--- config.mk ---
export PLATFORM = sky130hd
export DESIGN_NAME = insn_queue_flat
export DESIGN_NICKNAME = d
export VERILOG_FILES = /design/src/rtl/insn_queue_pkg.sv /design/src/rtl/insn_queue_if.sv /design/src/rtl/insn_queue_ctrl.sv /design/src/rtl/insn_queue.sv /design/src/flat_wrapper.sv
export SDC_FILE = /design/constraint.sdc
export NUM_CORES = 1
export LEC_CHECK = 0
export BUFFER_PORTS_ARGS = -buffer_cell sky130_fd_sc_hd__buf_2
export CORE_UTILIZATION = 55
export DETAILED_ROUTE_END_ITERATION = 8
export PLACE_DENSITY = 0.77
export SLEW_MARGIN = 30
export SYNTH_ARGS = -nofsm -noshare
export SYNTH_HDL_FRONTEND = slang
export SYNTH_SLANG_ARGS = --single-unit
--- constraint.sdc ---
create_clock -name clk -period 3.81 [get_ports clk]
set_input_delay 0.1905 -clock clk [delete_from_list [all_inputs] [get_ports clk]]
set_output_delay 0.1905 -clock clk [all_outputs]
set_load 0.05 [all_outputs]
--- src/rtl/insn_queue_pkg.sv ---
// Shared fetch/decode definitions: the canonical NOP, the instruction memory base
// and the pc/insn packet type passed between the front-end stages.
package insn_queue_pkg;

  localparam logic [31:0] INSN_NOP       = 32'h0000_0013;
  localparam logic [31:0] IMEM_BASE_ADDR = 32'h0100_0000;

  typedef struct packed {
    logic [31:0] pc;
    logic [31:0] insn;
  } fetch_pkt_t;

endpackage

--- src/rtl/insn_queue_if.sv ---
// Fetch-to-decode handshake bundle for the instruction queue.
// The master side is the fetch/decode environment; the slave side is the queue.
interface insn_queue_if #(
  parameter int DWIDTH = 32,
  parameter int AWIDTH = 32,
  parameter int DEPTH  = 4,
  parameter int CWIDTH = $clog2(DEPTH) + 1
);

  logic              fetch_valid_i;
  logic [AWIDTH-1:0] fetch_pc_i;
  logic [DWIDTH-1:0] fetch_insn_i;
  logic              fetch_ready_o;
  logic              dec_valid_o;
  logic [AWIDTH-1:0] dec_pc_o;
  logic [DWIDTH-1:0] dec_insn_o;
  logic              dec_ready_i;
  logic              flush_i;
  logic [CWIDTH-1:0] count_o;

  modport master (
    output fetch_valid_i, fetch_pc_i, fetch_insn_i, dec_ready_i, flush_i,
    input  fetch_ready_o, dec_valid_o, dec_pc_o, dec_insn_o, count_o
  );

  modport slave (
    input  fetch_valid_i, fetch_pc_i, fetch_insn_i, dec_ready_i, flush_i,
    output fetch_ready_o, dec_valid_o, dec_pc_o, dec_insn_o, count_o
  );

endinterface

--- src/rtl/insn_queue_ctrl.sv ---
// Pointer, occupancy and push/pop/flush qualification for insn_queue.
// INSN_QUEUE_BYPASS_EN enables the empty-queue zero-latency pass-through.
module insn_queue_ctrl #(
  parameter int DEPTH  = 4,
  parameter int PWIDTH = $clog2(DEPTH),
  parameter int CWIDTH = $clog2(DEPTH) + 1
) (
  input  logic              clk,
  input  logic              rst,
  input  logic              fetch_valid,
  input  logic              dec_ready,
  input  logic              flush,
  output logic              push,
  output logic              bypass,
  output logic              fetch_ready,
  output logic              dec_valid,
  output logic [PWIDTH-1:0] wr_ptr,
  output logic [PWIDTH-1:0] rd_ptr,
  output logic [CWIDTH-1:0] count
);

  logic [PWIDTH-1:0] wr_ptr_q, wr_ptr_d;
  logic [PWIDTH-1:0] rd_ptr_q, rd_ptr_d;
  logic [CWIDTH-1:0] count_q, count_d;
  logic              not_empty;
  logic              pop;

  assign not_empty   = (count_q != '0);
  assign fetch_ready = (count_q != CWIDTH'(DEPTH));

`ifdef INSN_QUEUE_BYPASS_EN
  assign bypass = !not_empty && fetch_valid && dec_ready && !flush;
`else
  assign bypass = 1'b0;
`endif

  // A bypassed pair is consumed directly by decode and never occupies a slot.
  assign push      = fetch_valid && fetch_ready && !flush && !bypass;
  assign pop       = not_empty && dec_ready && !flush;
  assign dec_valid = (not_empty && !flush) || bypass;

  always_comb begin
    wr_ptr_d = wr_ptr_q;
    rd_ptr_d = rd_ptr_q;
    count_d  = count_q;
    if (flush) begin
      wr_ptr_d = '0;
      rd_ptr_d = '0;
      count_d  = '0;
    end else begin
      if (push) wr_ptr_d = wr_ptr_q + 1'b1;
      if (pop)  rd_ptr_d = rd_ptr_q + 1'b1;
      case ({push, pop})
        2'b10:   count_d = count_q + 1'b1;
        2'b01:   count_d = count_q - 1'b1;
        default: count_d = count_q;
      endcase
    end
  end

  always_ff @(posedge clk) begin
    if (rst) begin
      wr_ptr_q <= '0;
      rd_ptr_q <= '0;
      count_q  <= '0;
    end else begin
      wr_ptr_q <= wr_ptr_d;
      rd_ptr_q <= rd_ptr_d;
      count_q  <= count_d;
    end
  end

  assign wr_ptr = wr_ptr_q;
  assign rd_ptr = rd_ptr_q;
  assign count  = count_q;

endmodule

--- src/rtl/insn_queue.sv ---
// Fetch-to-decode instruction FIFO: storage array and decode output muxing.
// Define INSN_QUEUE_BYPASS_EN for a combinational pass-through when empty.
module insn_queue
  import insn_queue_pkg::*;
#(
  parameter int DWIDTH = 32,
  parameter int AWIDTH = 32,
  parameter int DEPTH  = 4,
  parameter int CWIDTH = $clog2(DEPTH) + 1
) (
  input logic        clk,
  input logic        rst,
  insn_queue_if.slave bus
);

  localparam int PWIDTH = $clog2(DEPTH);

  logic              push;
  logic              bypass;
  logic              fetch_ready;
  logic              dec_valid;
  logic [PWIDTH-1:0] wr_ptr;
  logic [PWIDTH-1:0] rd_ptr;
  logic [CWIDTH-1:0] count;

  logic [AWIDTH-1:0] pc_mem_q   [DEPTH];
  logic [AWIDTH-1:0] pc_mem_d   [DEPTH];
  logic [DWIDTH-1:0] insn_mem_q [DEPTH];
  logic [DWIDTH-1:0] insn_mem_d [DEPTH];
  logic [AWIDTH-1:0] dec_pc;
  logic [DWIDTH-1:0] dec_insn;

  insn_queue_ctrl #(
    .DEPTH  (DEPTH),
    .PWIDTH (PWIDTH),
    .CWIDTH (CWIDTH)
  ) u_ctrl (
    .clk         (clk),
    .rst         (rst),
    .fetch_valid (bus.fetch_valid_i),
    .dec_ready   (bus.dec_ready_i),
    .flush       (bus.flush_i),
    .push        (push),
    .bypass      (bypass),
    .fetch_ready (fetch_ready),
    .dec_valid   (dec_valid),
    .wr_ptr      (wr_ptr),
    .rd_ptr      (rd_ptr),
    .count       (count)
  );

  always_comb begin
    pc_mem_d   = pc_mem_q;
    insn_mem_d = insn_mem_q;
    if (push) begin
      pc_mem_d[wr_ptr]   = bus.fetch_pc_i;
      insn_mem_d[wr_ptr] = bus.fetch_insn_i;
    end
  end

  // Storage is left unreset; occupancy alone decides what is visible.
  always_ff @(posedge clk) begin
    pc_mem_q   <= pc_mem_d;
    insn_mem_q <= insn_mem_d;
  end

  always_comb begin
    dec_pc   = '0;
    dec_insn = DWIDTH'(INSN_NOP);
    if (bypass) begin
      dec_pc   = bus.fetch_pc_i;
      dec_insn = bus.fetch_insn_i;
    end else if (count != '0) begin
      dec_pc   = pc_mem_q[rd_ptr];
      dec_insn = insn_mem_q[rd_ptr];
    end
  end

  assign bus.fetch_ready_o = fetch_ready;
  assign bus.dec_valid_o   = dec_valid;
  assign bus.dec_pc_o      = dec_pc;
  assign bus.dec_insn_o    = dec_insn;
  assign bus.count_o       = count;

endmodule

--- src/flat_wrapper.sv ---
// flat-port wrapper written by rule: the top's interface ports become plain ports
module insn_queue_flat import insn_queue_pkg::*;
#(
  parameter int DWIDTH = 32,
  parameter int AWIDTH = 32,
  parameter int DEPTH  = 4,
  parameter int CWIDTH = $clog2(DEPTH) + 1
)
  (clk, rst, bus_fetch_valid_i, bus_fetch_pc_i, bus_fetch_insn_i, bus_dec_ready_i, bus_flush_i, bus_fetch_ready_o, bus_dec_valid_o, bus_dec_pc_o, bus_dec_insn_o, bus_count_o);
  insn_queue_if #(.DWIDTH(DWIDTH), .AWIDTH(AWIDTH), .DEPTH(DEPTH), .CWIDTH(CWIDTH)) bus_i ();
  input logic clk;
  input logic rst;
  input wire logic [$bits(bus_i.fetch_valid_i)-1:0] bus_fetch_valid_i;
  input wire logic [$bits(bus_i.fetch_pc_i)-1:0] bus_fetch_pc_i;
  input wire logic [$bits(bus_i.fetch_insn_i)-1:0] bus_fetch_insn_i;
  input wire logic [$bits(bus_i.dec_ready_i)-1:0] bus_dec_ready_i;
  input wire logic [$bits(bus_i.flush_i)-1:0] bus_flush_i;
  output wire logic [$bits(bus_i.fetch_ready_o)-1:0] bus_fetch_ready_o;
  output wire logic [$bits(bus_i.dec_valid_o)-1:0] bus_dec_valid_o;
  output wire logic [$bits(bus_i.dec_pc_o)-1:0] bus_dec_pc_o;
  output wire logic [$bits(bus_i.dec_insn_o)-1:0] bus_dec_insn_o;
  output wire logic [$bits(bus_i.count_o)-1:0] bus_count_o;
  assign bus_i.fetch_valid_i = bus_fetch_valid_i;
  assign bus_i.fetch_pc_i = bus_fetch_pc_i;
  assign bus_i.fetch_insn_i = bus_fetch_insn_i;
  assign bus_i.dec_ready_i = bus_dec_ready_i;
  assign bus_i.flush_i = bus_flush_i;
  assign bus_fetch_ready_o = bus_i.fetch_ready_o;
  assign bus_dec_valid_o = bus_i.dec_valid_o;
  assign bus_dec_pc_o = bus_i.dec_pc_o;
  assign bus_dec_insn_o = bus_i.dec_insn_o;
  assign bus_count_o = bus_i.count_o;
  insn_queue #(.DWIDTH(DWIDTH), .AWIDTH(AWIDTH), .DEPTH(DEPTH), .CWIDTH(CWIDTH)) u_core (.clk(clk), .rst(rst), .bus(bus_i));
endmodule
==> results.md <==
- Run status: finished, final reports clean
- Multiplexer share of the synthesized area: 0.143
- Flop pwr share: 0.525
- Total power: roughly 6200 uW
- Fill cells: roughly 1100
- Leakage: 0.00435 uW
- Fin crit period: between 2 and 3 ns
- Worst Path Arrival: approximately 2.7 ns
- Non-Filler Instances: ~930
- Gate power share: 0.056
- Antenna Violating Nets Remaining: 0
- Router iterations before antenna repair: 5
- Req. time, crit path: around 3.6 ns
- Yosys cell types: 26
- Fin crit share: 0.749
- Via count: just over 5000
- Final setup fails: 0
- Detailed Route Iter0 Violations: about 330
- Sequential cell area: 7840 sq um
- TNS Setup: 0 ns
- Multi-input logic area: 2120 sq um
- Synth Warn #: 0
- RSZ-0062 raised after global routing: no
- Reg2Reg Setup Slack: 1.19 ns
- Syn_area_per_cell: about 22 sq um
- Row count: slightly below 50
- CP Class: flip-flop to primary output
- Initial core utilization: 0.562
- Clock Path Buffers: 3
- Die Ht: ~140 um
- Clock share of power: 0.419
- P_sw: between 1000 and 1500 uW
- Initial antenna violation count: 0
- Largest cells by area after synthesis: edfxtp_1 (76%), mux4_2 (14%), nor2b_1 (3.8%)
- Switching Share: 0.200
- Number of diodes: 0
- Post-synthesis sequential area ratio: 0.775
- Worst-path clk slew: 0.06 ns
- Critical Path Fanout Max: 34
- Asr flop ratio synth: 0
- Tot GR Track Use: 0.201
- Clock skew: 0.0208 ns
- Post-Synth XOR/XNOR Area: 0.00260
- Main combinational cell family by area after synthesis: multiplexers
- Worst setup EP type: primary output
- Max Slew Vio Count: 0
- Die W: 138 um
- PortBufs: roughly 140
- Post-CTS Setup Inserts: 0
- Post-Synthesis Cells: 459
- Max Cap Viol: 0
- Largest net degree at the start of global routing: 67
- Via density: approximately 5.5
- Post-Syn Nets: ~530
- Die ar.: 18900 sq um
- Clk root buf: clkbuf_16
- Global-route wire length before repair: approximately 28 mm
- CTS tree: built
- Hold Buf Count CTS: 67
- Core Footprint: ~18000 sq um
- Clk sinks: ~260
- R2R cell count: 9
- Layout cells sized above 1: 0.369
- Hold crit path type: input pin to flip-flop
- Synth area leader: edfxtp_1
- CTS Buf Count: 27
- Simple-gate share of the synthesized area: 0.0498
- Post-route DRC: 0
- Flops & latches, synth: 263
- Crit path from: u_core.u_ctrl.rd_ptr[0]
- Maximum VDD drop: 513 uV
- Compound-Gate Fraction of Synth Area: 0.00520
- Post-cts resize count: 0
- Internal power: slightly below 5000 uW
- Critical R2R Launch: u_core.u_ctrl.count[2]
- Power per Cell Area: ~500 nW/um^2
- Wire per inst: ~20 um
- F_max: roughly 350 MHz
- Cells after DPL: between 800 and 900
- Total grt overflow: 0
- I/O pin count: between 100 and 150
- WL final: 18.9 mm
- Clock latency on the worst-skew pair: approximately 0.53 ns
- RR Endpoint: u_core.u_ctrl.count[2]
- Worst rel slew slack: 0.546
- Top-area cell type share of the netlist area: 0.761
- Crit path to: bus_dec_insn_o[1]
- Final hold vios: 0
- Depth of the CTS H-tree: 1
- Mapped cell area: roughly 10000 sq um
- Synth-to-Final Area Change: 25.4%
- Worst slew pin tran: 0.681 ns
- Worst setup SP type: flip-flop
- Area share of fa/ha/maj cells after synthesis: 0.00818
- Nets: about 750
- Post-DP HPWL: 10.4 mm
- Vias in the first global route: 5485
- Dominant synthesized flop cell: edfxtp_1
- Post-synth EDFFs: around 260
- Final GP Congestion: around 0.73
[worst max-delay path: stages (launching register included)]
cell     delay, ns
dfxtp_4       0.77
buf_4         0.40
mux4_2        0.52
or2_1         0.21
buf_2         0.21
[cells in the final DEF, fill, tap and decap left out, types with 2 or more instances in the layout]
cell / netlist / final
a21oi_1: 5 / 5
and2_4: 0 / 4
buf_12: 0 / 5
buf_2: 6 / 137
buf_4: 2 / 3
bufinv_16: 0 / 3
clkbuf_1: 8 / 7
clkbuf_16: 0 / 27
clkbuf_8: 0 / 3
clkinv_1: 0 / 3
clkinv_2: 0 / 6
dfxtp_1: 7 / 5
dfxtp_4: 0 / 2
dlygate4sd3_1: 0 / 67
edfxtp_1: 256 / 256
ha_1: 5 / 5
inv_1: 8 / 8
mux4_2: 64 / 64
nand3_1: 2 / 2
nor2_1: 6 / 6
nor2b_1: 61 / 61
o21ai_0: 4 / 4
or2_1: 3 / 3
or3_1: 2 / 2
xor2_1: 3 / 3
[final cells by class]
type / count / share of cell area
clock buffer: 37 / 0.0587
multi-input combinational: 166 / 0.168
inverter: 8 / 0.00237
tap: 229 / 0.0226
timing repair buffer: 213 / 0.119
clock inverter: 13 / 0.0111
sequential: 263 / 0.619
[state kept, by name, summed over array words and instances, names as in the netlist]
| register | count |
|---|---|
| u_core.u_ctrl.rd_ptr | 2 |
| u_core.pc_mem_q | 128 |
| u_core.u_ctrl.wr_ptr | 2 |
| u_core.insn_mem_q | 128 |
| u_core.u_ctrl.count | 3 |
[how the worst min path moves through the flow]
stage	cells past startpoint	start	to	slack, ns
finish	4	bus_dec_ready_i	u_core.u_ctrl.rd_ptr[1]	0.03
global route	4	bus_dec_ready_i	u_core.u_ctrl.rd_ptr[1]	0.05
CTS	4	bus_dec_ready_i	u_core.u_ctrl.rd_ptr[1]	0.005
detailed placement	1	bus_fetch_insn_i[18]	u_core.insn_mem_q[114]	0.41
global placement	1	bus_fetch_pc_i[19]	u_core.pc_mem_q[83]	0.40
floorplan	0	bus_fetch_insn_i[0]	u_core.insn_mem_q[0]	0.29
[Yosys cell counts (3+ instances only)]
cell and instances:
dfxtp_1 7, nor2b_1 61, buf_6 5, o21ai_0 4, buf_2 6, and2_1 4
edfxtp_1 256, xor2_1 3, ha_1 5, inv_1 8, nor2_1 6, or2_1 3
clkbuf_1 8, mux4_2 64, a21oi_1 5
[power by group through the flow]
stage | Sequential, uW | Combinational [uW] | Clock, uW
6_report | 3240 | 346 | 2590
4_1_cts | 3240 | 348 | 2630
2_1_floorplan | 3300 | 178 | 0
3_3_place_gp | 3290 | 277 | 0
3_5_place_dp | 3300 | 292 | 0
5_1_grt | 3240 | 369 | 2740
[metrics by stage]
step / hold WS (ns) / cell area, sq um / utilization / setup slack (ns)
3_3_place_gp: 0.400 / 11000 / 0.612 / 1.41
6_report: 0.0335 / 12700 / 0.705 / 0.957
2_1_floorplan: 0.289 / 10100 / - / 0.655
3_5_place_dp: 0.408 / 11000 / 0.615 / 1.34
5_1_grt: 0.0485 / 12700 / 0.705 / 0.770
4_1_cts: 0.00464 / 12600 / 0.702 / 0.855
[cells by family after synthesis]
family / count (synthesis)
XOR/XNOR: 3
AO/OA/AOI/OAI: 10
adder cells (fa/ha/maj): 6
multiplexers: 64
flip-flops: 263
buffers and inverters: 30
AND/OR/NAND/NOR: 83
[per-layer routing]
metal	GRT usage	wire length, um
met1	0.249	7590
met2	0.363	10000
met3	0.0335	961
met4	0.0623	343
met5	0	0
(Power assumes the default switching activity.)
